**config.mk**
```make
export PLATFORM = sky130hd
export DESIGN_NAME = reset_sequencer
export DESIGN_NICKNAME = d
export VERILOG_FILES = /design/src/rtl/reset_sequencer.sv
export SDC_FILE = /design/constraint.sdc
export NUM_CORES = 1
export LEC_CHECK = 0
export ABC_AREA = 1
export BUFFER_PORTS_ARGS = -buffer_cell sky130_fd_sc_hd__buf_2
export CAP_MARGIN = 10
export CELL_PAD_IN_SITES_DETAIL_PLACEMENT = 1
export CELL_PAD_IN_SITES_GLOBAL_PLACEMENT = 1
export CORE_MARGIN = 2
export CORE_UTILIZATION = 45
export CTS_BUF_LIST = sky130_fd_sc_hd__clkbuf_8
export DETAILED_ROUTE_END_ITERATION = 8
export PLACE_DENSITY_LB_ADDON = 0.1
export SLEW_MARGIN = 20
export SYNTH_ARGS = -nofsm -noshare
export SYNTH_HDL_FRONTEND = slang
export SYNTH_SLANG_ARGS = --single-unit
```
**constraint.sdc**
```tcl
create_clock -name clk -period 2 [get_ports clk]
set_input_delay 0 -clock clk [delete_from_list [all_inputs] [get_ports clk]]
set_output_delay 0 -clock clk [all_outputs]
set_load 0.03 [all_outputs]
```
**src/rtl/reset_sequencer.sv**
```systemverilog
// Reset sequencer for the SCR1 top. It synchronises the board reset, stretches the core reset,
// re-issues it on a software request or a watchdog timeout, and records the reset cause and count.
module reset_sequencer #(
  parameter int unsigned SYNC_STAGES = 2,
  parameter int unsigned HOLD_CYCLES = 100,
  parameter int unsigned WDT_TIMEOUT = 5000,
  parameter int unsigned CNT_W       = 8
) (
  input  logic             clk,
  input  logic             rst,
  input  logic             sw_rst_req,
  input  logic             wdt_en,
  input  logic             wdt_kick,
  output logic             core_rst,
  output logic             rst_done,
  output logic [1:0]       rst_cause,
  output logic [CNT_W-1:0] rst_count
);

  localparam int unsigned HOLD_W = $clog2(HOLD_CYCLES + 1);
  localparam int unsigned WDT_W  = $clog2(WDT_TIMEOUT);

  localparam logic [HOLD_W-1:0] HOLD_LAST = HOLD_W'(HOLD_CYCLES - 1);
  localparam logic [WDT_W-1:0]  WDT_LAST  = WDT_W'(WDT_TIMEOUT - 1);

  localparam logic [1:0] CAUSE_POR = 2'b00;
  localparam logic [1:0] CAUSE_SW  = 2'b01;
  localparam logic [1:0] CAUSE_WDT = 2'b10;

  typedef enum logic {
    HOLD,
    RUN
  } state_e;

  logic [SYNC_STAGES-1:0] sync_q, sync_d;
  logic                   rst_sync;

  state_e            state_q;
  logic [HOLD_W-1:0] hold_q;
  logic [WDT_W-1:0]  wdt_q;
  logic              core_rst_q;
  logic              rst_done_q;
  logic [1:0]        cause_q;
  logic [CNT_W-1:0]  count_q;
  logic              wdt_fire;

  always_comb begin
    sync_d = {sync_q[SYNC_STAGES-2:0], 1'b1};
  end

  always_ff @(posedge clk or negedge rst) begin
    if (!rst) sync_q <= '0;
    else      sync_q <= sync_d;
  end

  assign rst_sync = sync_q[SYNC_STAGES-1];

  // Timeout only when the counter sits on its last value and no kick rescues it.
  assign wdt_fire = wdt_en && !wdt_kick && (wdt_q == WDT_LAST);

  always_ff @(posedge clk or negedge rst) begin
    if (!rst) begin
      state_q    <= HOLD;
      hold_q     <= '0;
      wdt_q      <= '0;
      core_rst_q <= 1'b1;
      rst_done_q <= 1'b0;
      cause_q    <= CAUSE_POR;
      count_q    <= '0;
    end else begin
      rst_done_q <= 1'b0;
      case (state_q)
        HOLD: begin
          core_rst_q <= 1'b1;
          wdt_q      <= '0;
          if (rst_sync) begin
            if (hold_q == HOLD_LAST) begin
              state_q    <= RUN;
              hold_q     <= '0;
              core_rst_q <= 1'b0;
              rst_done_q <= 1'b1;
            end else begin
              hold_q <= hold_q + 1'b1;
            end
          end else begin
            hold_q <= '0;
          end
        end
        RUN: begin
          core_rst_q <= 1'b0;
          if (sw_rst_req || wdt_fire) begin
            // A software request wins the cause when both land on the same edge.
            state_q    <= HOLD;
            hold_q     <= '0;
            wdt_q      <= '0;
            core_rst_q <= 1'b1;
            cause_q    <= sw_rst_req ? CAUSE_SW : CAUSE_WDT;
            if (count_q != '1) count_q <= count_q + 1'b1;
          end else if (!wdt_en || wdt_kick) begin
            wdt_q <= '0;
          end else begin
            wdt_q <= wdt_q + 1'b1;
          end
        end
        default: state_q <= HOLD;
      endcase
    end
  end

  assign core_rst  = core_rst_q;
  assign rst_done  = rst_done_q;
  assign rst_cause = cause_q;
  assign rst_count = count_q;

endmodule

```
# ---- Yosys cells after proc, flatten, opt, wreduce, memory -nomap -nowiden
# Index checks and enable logic that the tools add are counted.
dict set report word_totals {
  wordCells 41
  input_bits 5
  output_inout_bits 12
  reg_bits 35
}
dict set report classes {
  eq_ne 4
  muxes 17
  reduce_logical 8
  n_addsub 3
  n_bitwise 1
}
# cell count
set ops {}
lappend ops {{13-bit 2-to-1 mux} 2}
lappend ops {{13-bit case mux with 2 select lines} 1}
lappend ops {{7-bit 2-to-1 mux} 3}
lappend ops {{7-bit case mux with 2 select lines} 1}
lappend ops {{13-bit by 1-bit adder with 13-bit output, second input constant} 1}
lappend ops {{13-bit equality test, second input constant} 1}
lappend ops {{8-bit by 1-bit adder with 8-bit output, second input constant} 1}
lappend ops {{8-bit inequality test, second input constant} 1}
lappend ops {{7-bit by 1-bit adder with 7-bit output, second input constant} 1}
lappend ops {{7-bit equality test, second input constant} 1}
lappend ops {{1-bit 2-to-1 mux} 7}
lappend ops {{1-bit case mux with 2 select lines} 2}
lappend ops {{3-bit AND reduction} 1}
lappend ops {{1-bit logical AND} 2}
lappend ops {{1-bit logical NOT} 2}
lappend ops {{1-bit logical OR} 2}
lappend ops {{2-bit 2-to-1 mux} 1}
lappend ops {{2-bit by 1-bit inequality test with 1-bit output, second input constant} 1}
lappend ops {{2-bit AND reduction} 1}
lappend ops {{1-bit NOT} 1}

# ---- Logic depth before layout (Yosys ltp)
dict set report depth {
  depth_word 6
  ltp_mapped 10
  depth_no_buf 9
}

# ---- Worst setup path after synthesis
# Ideal clock, no wire load.
dict set report synth_timing {
  kind {reg-to-reg}
  from {register count_q[0], in the netlist rst_count[0]}
  to {register count_q[7], in the netlist rst_count[7]}
  t_arrival_ns 1.461
  path_buffers 0
  slack_ns 0.421
  required_time_ns 1.882
  period_less_slack_ns 1.579
  path_stages_with_launch 10
  setup_time_ns 0.118
  cell_sequence {dfrtp_1 > ha_1 > nand3_1 > inv_1 > nand2_1 > nand2_1 > nor2_1 > nand3_1 > nand2_1 > nand2_1}
}
dict set report synth_via {
  elab_chain_len 2
  word_cells_on_any_way 3
  cone_classes {add/sub: 1; eq/ne: 1; reduce/logical: 1}
}
# item line
set synth_rtl {}
lappend synth_rtl {{start: declaration} 44} ;# logic [CNT_W-1:0] count_q;
lappend synth_rtl {{start signal: assignment} 98} ;# if (count_q != '1) count_q <= count_q + 1'b1;
lappend synth_rtl {{branches (longest 2 deep; another with 8-bit by 1-bit adder with 8-bit output)} n/a}
# Parallel ways; which one is timed is not known.
# A chain may end at the register's enable or synchronous reset.

# ---- Final worst setup path
dict set report layout_timing {
  from {register wdt_q[0]}
  to {register count_q[6], in the netlist rst_count[6]}
}
dict set report layout_via {
  elab_chain_len 4
}
# item line
set layout_rtl {}
lappend layout_rtl {{start: declaration} 40} ;# logic [WDT_W-1:0] wdt_q;
lappend layout_rtl {{start signal: assignment} 102} ;# wdt_q <= wdt_q + 1'b1;
lappend layout_rtl {{13-bit equality test} 59} ;# assign wdt_fire = wdt_en && !wdt_kick && (wdt_q == WDT_LAST);
lappend layout_rtl {{1-bit logical AND} 59}
lappend layout_rtl {{1-bit logical OR} 91} ;# if (sw_rst_req || wdt_fire) begin
lappend layout_rtl {{3-bit AND reduction (no line)} n/a}
# Every way passes these cells.

==> run_results.csv <==
group,metric,value,unit
drt,drt_iter0_drc,44,
clocking,clockRootBuffer,"clkbuf_8",
hold_path,min_path_cells,6,
floorplanning,die_area,4520,um2
drt,drt-pass1-iter-count,4,
clocking,hold_buffers,2,
timing,period_needed,1.81,ns
setup_path,worstPathArrival,1.99,ns
clocking,cts-htree-levels,2,
place,gp_congestion,0.823,
clocking,path_clk_slew,0.07,ns
pwr,p_per_area,680,nW/um2
yosys,synthCells,225,
hold_path,min_from,"wdt_kick",
timing,rsz0062_at_grt,"no",
floorplanning,coreArea,3740,um2
setup_path,reg2reg_from,"wdt_q[0]",
setup_path,r2r_cells,8,
clocking,numCtsBuffers,5,
yosys,synthesis.area,1800,um2
layout,finish.utilization,54.2,%
setup_path,crit_top_cell,"nand2_1",
timing,final_max_slew_viol_count,0,
setup_path,critPathTopFamily,"simple AND/OR/NAND/NOR gates",
clocking,cts_tree,"built",
place,port_buffers,16,
job,drv_cap,0,
yosys,synth_edf_count,0,
drt,drc_errors,0,
setup_path,critPathMaxStageDelay,0.44,ns
clocking,cts_resized,0,
yosys,synthFlopType,"dfrtp_1",
timing,worst_pin_slew,0.789,ns
grt,grt_pass1_wl,7040,um
setup_path,crit_slowest_cell,"dfrtp_1",
yosys,synth_top_cells_by_area,"dfrtp_1, nand2_1, nor2_1",
yosys,yosysSeqAreaShare,48.7,%
layout,antennaDiodeCount,0,
setup_path,critPathBufInv,0,
timing,slew_headroom,47.4,%
place,dp_hpwl,3030,um
grt,antenna_found_initial,0,
floorplanning,num_io_pins,17,
yosys,async_reset_ff_share,100,%
grt,grt_remaining_overflow,0,
yosys,synth.avg_cell_area,8.00,um2
timing,finalSetupTns,0,ns
setup_path,r2r_setup_slack,0.19,ns
pwr,leakagePower,1.00,nW
timing,setup_viol,0,
yosys,synth_top_cell_by_area,"dfrtp_1",
timing,fmax,554,MHz
drt,detail_route.wl_per_cell,13.7,um
floorplanning,die_h,67.3,um
layout,drive_gt1_share,11.3,%
hold_path,holdPathEnd,"wdt_q[9]",
grt,grt_pass1_vias,1566,
timing,fin_ws,0.194,ns
setup_path,startpoint_type,"flip-flop",
outcome,status,"finished, final reports clean",
setup_path,end_kind,"flip-flop",
floorplanning,rows,22,
grt,grt_usage,21.0,%
floorplanning,start_util,48.1,%
drt,drt_wl_total,4040,um
hold_path,hold_class,"in2reg",
clocking,cts_setup_buffers,0,
setup_path,required,2.18,ns
drt,via_per_inst,5.10,
setup_path,r2r-end,"rst_count[6]",
yosys,synth.most_common_cell,"nand2_1",
pwr,ir_worst_vdd,638,uV
grt,grt_max_degree,36,
yosys,synth_top_cell_area_share,47.3,%
setup_path,cp_max_fo,15,
timing,finalClockSkew,0.00453,ns
setup_path,worstSetupPathType,"reg2reg",
setup_path,crit_chain,"ha_1 -> nand2_1 -> nor3_1 -> nand2_1 -> nand2_4 -> nand3_1 -> nand2_1 -> nand2_1",
yosys,synth_common_cells,"nand2_1, nor2_1, dfrtp_1",
drt,ant_nets,0,
place,dp_slack,0.166,ns
layout,nets,255,
yosys,ys_ff_latch,35,
drt,vias,1511,
clocking,clk_latency,0.29,ns
yosys,yosysWarnings,0,
timing,finalCritPeriodShare,90.3,%
layout,areaGrowthSynthToFinish,12.7,%
floorplanning,fp.dieW,67.3,um
setup_path,startpoint,"wdt_q[0]",
yosys,synth_cell_types,22,
clocking,cts_sinks,35,
clocking,cts_buffer_depth,2,
timing,hold_viol,0,
yosys,syn-num-nets,233,
-- sequential cells by signal, indices dropped and copies added, names as in the netlist --
signal and count:
rst_count 8, rst_cause 2, sync_q 2, wdt_q 13
core_rst 1, rst_done 1, hold_q 7, state_q 1
-- final cells by class --
| type | count | area [um2] |
|---|---|---|
| Multi-Input combinational cell | 161 | 795 |
| Sequential cell | 35 | 877 |
| Fill cell | 489 | 1710 |
| Clock buffer | 7 | 96.3 |
| Inverter | 26 | 97.6 |
| Tap cell | 48 | 60.1 |
| Clock inverter | 1 | 3.75 |
| Timing Repair Buffer | 18 | 100 |
-- cells by family (layout without fill, tap and decap cells) --
| family | after synthesis | count (layout) | synth area share, % |
|---|---|---|---|
| buffers and inverters | 29 | 52 | 7.16 |
| other | 1 | 1 | 0.208 |
| and+or+nand+nor | 138 | 138 | 33.6 |
| xor gates and xnor gates | 13 | 13 | 6.32 |
| adders and majority gates | 3 | 3 | 2.09 |
| AOI/OAI and AO/OA | 6 | 6 | 1.95 |
| DFF | 35 | 35 | 48.7 |
-- placed cells by master, fill, tap and decap left out, types with 3 or more instances in the layout --
master    instances
nor2_1           35
inv_1            26
xnor2_1           3
nand4_1          12
nand3_1          13
o21ai_0           4
clkbuf_8          7
buf_2            16
ha_1              3
nand2_1          69
nor3_1            5
dfrtp_1          34
xor2_1           10
-- worst max-delay path by stage --
stage | endpoint | slack, ns | depth (start not counted)
4_1_cts | rst_count[6] | 0.14 | 8
3_3_place_gp | rst_count[2] | 0.36 | 8
3_5_place_dp | rst_count[6] | 0.17 | 8
6_report | rst_count[6] | 0.19 | 8
5_1_grt | rst_count[1] | 0.004 | 8
2_1_floorplan | rst_count[7] | 0.42 | 9
-- worst register-to-register path: stages (launching register included) --
cell,delay (ns)
dfrtp_1,0.44
ha_1,0.27
nand2_1,0.11
nor3_1,0.19
nand2_1,0.12
nand2_4,0.19
nand3_1,0.20
nand2_1,0.13
nand2_1,0.06
-- stage by stage --
| stage | cell area (um2) | cells | power, mW | hold slack (ns) |
|---|---|---|---|---|
| finish | 2030 | 296 | 1.38 | 0.177 |
| global route | 2030 | 296 | 1.43 | 0.209 |
| CTS | 2030 | 296 | 1.40 | 0.193 |
| detailed placement | 1910 | 286 | 0.824 | 0.128 |
| global placement | 1910 | 286 | 0.819 | 0.113 |
| floorplan | 1800 | 225 | 0.792 | -0.296 |
-- where the power goes --
group          switching, mW  internal, mW
Combinational         0.0539        0.0224
Clock                  0.261         0.309
Sequential            0.0131         0.722
Total                  0.328          1.05
-- per-layer routing --
metal	up-vias	routed length, um	track usage (%)
met5	-	0	0
met4	0	66	7.91
met3	8	112	5.50
met2	18	2050	36.3
met1	740	1810	25.0
li1	745	-	-
Note: power is estimated with default switching activity, not from simulation.
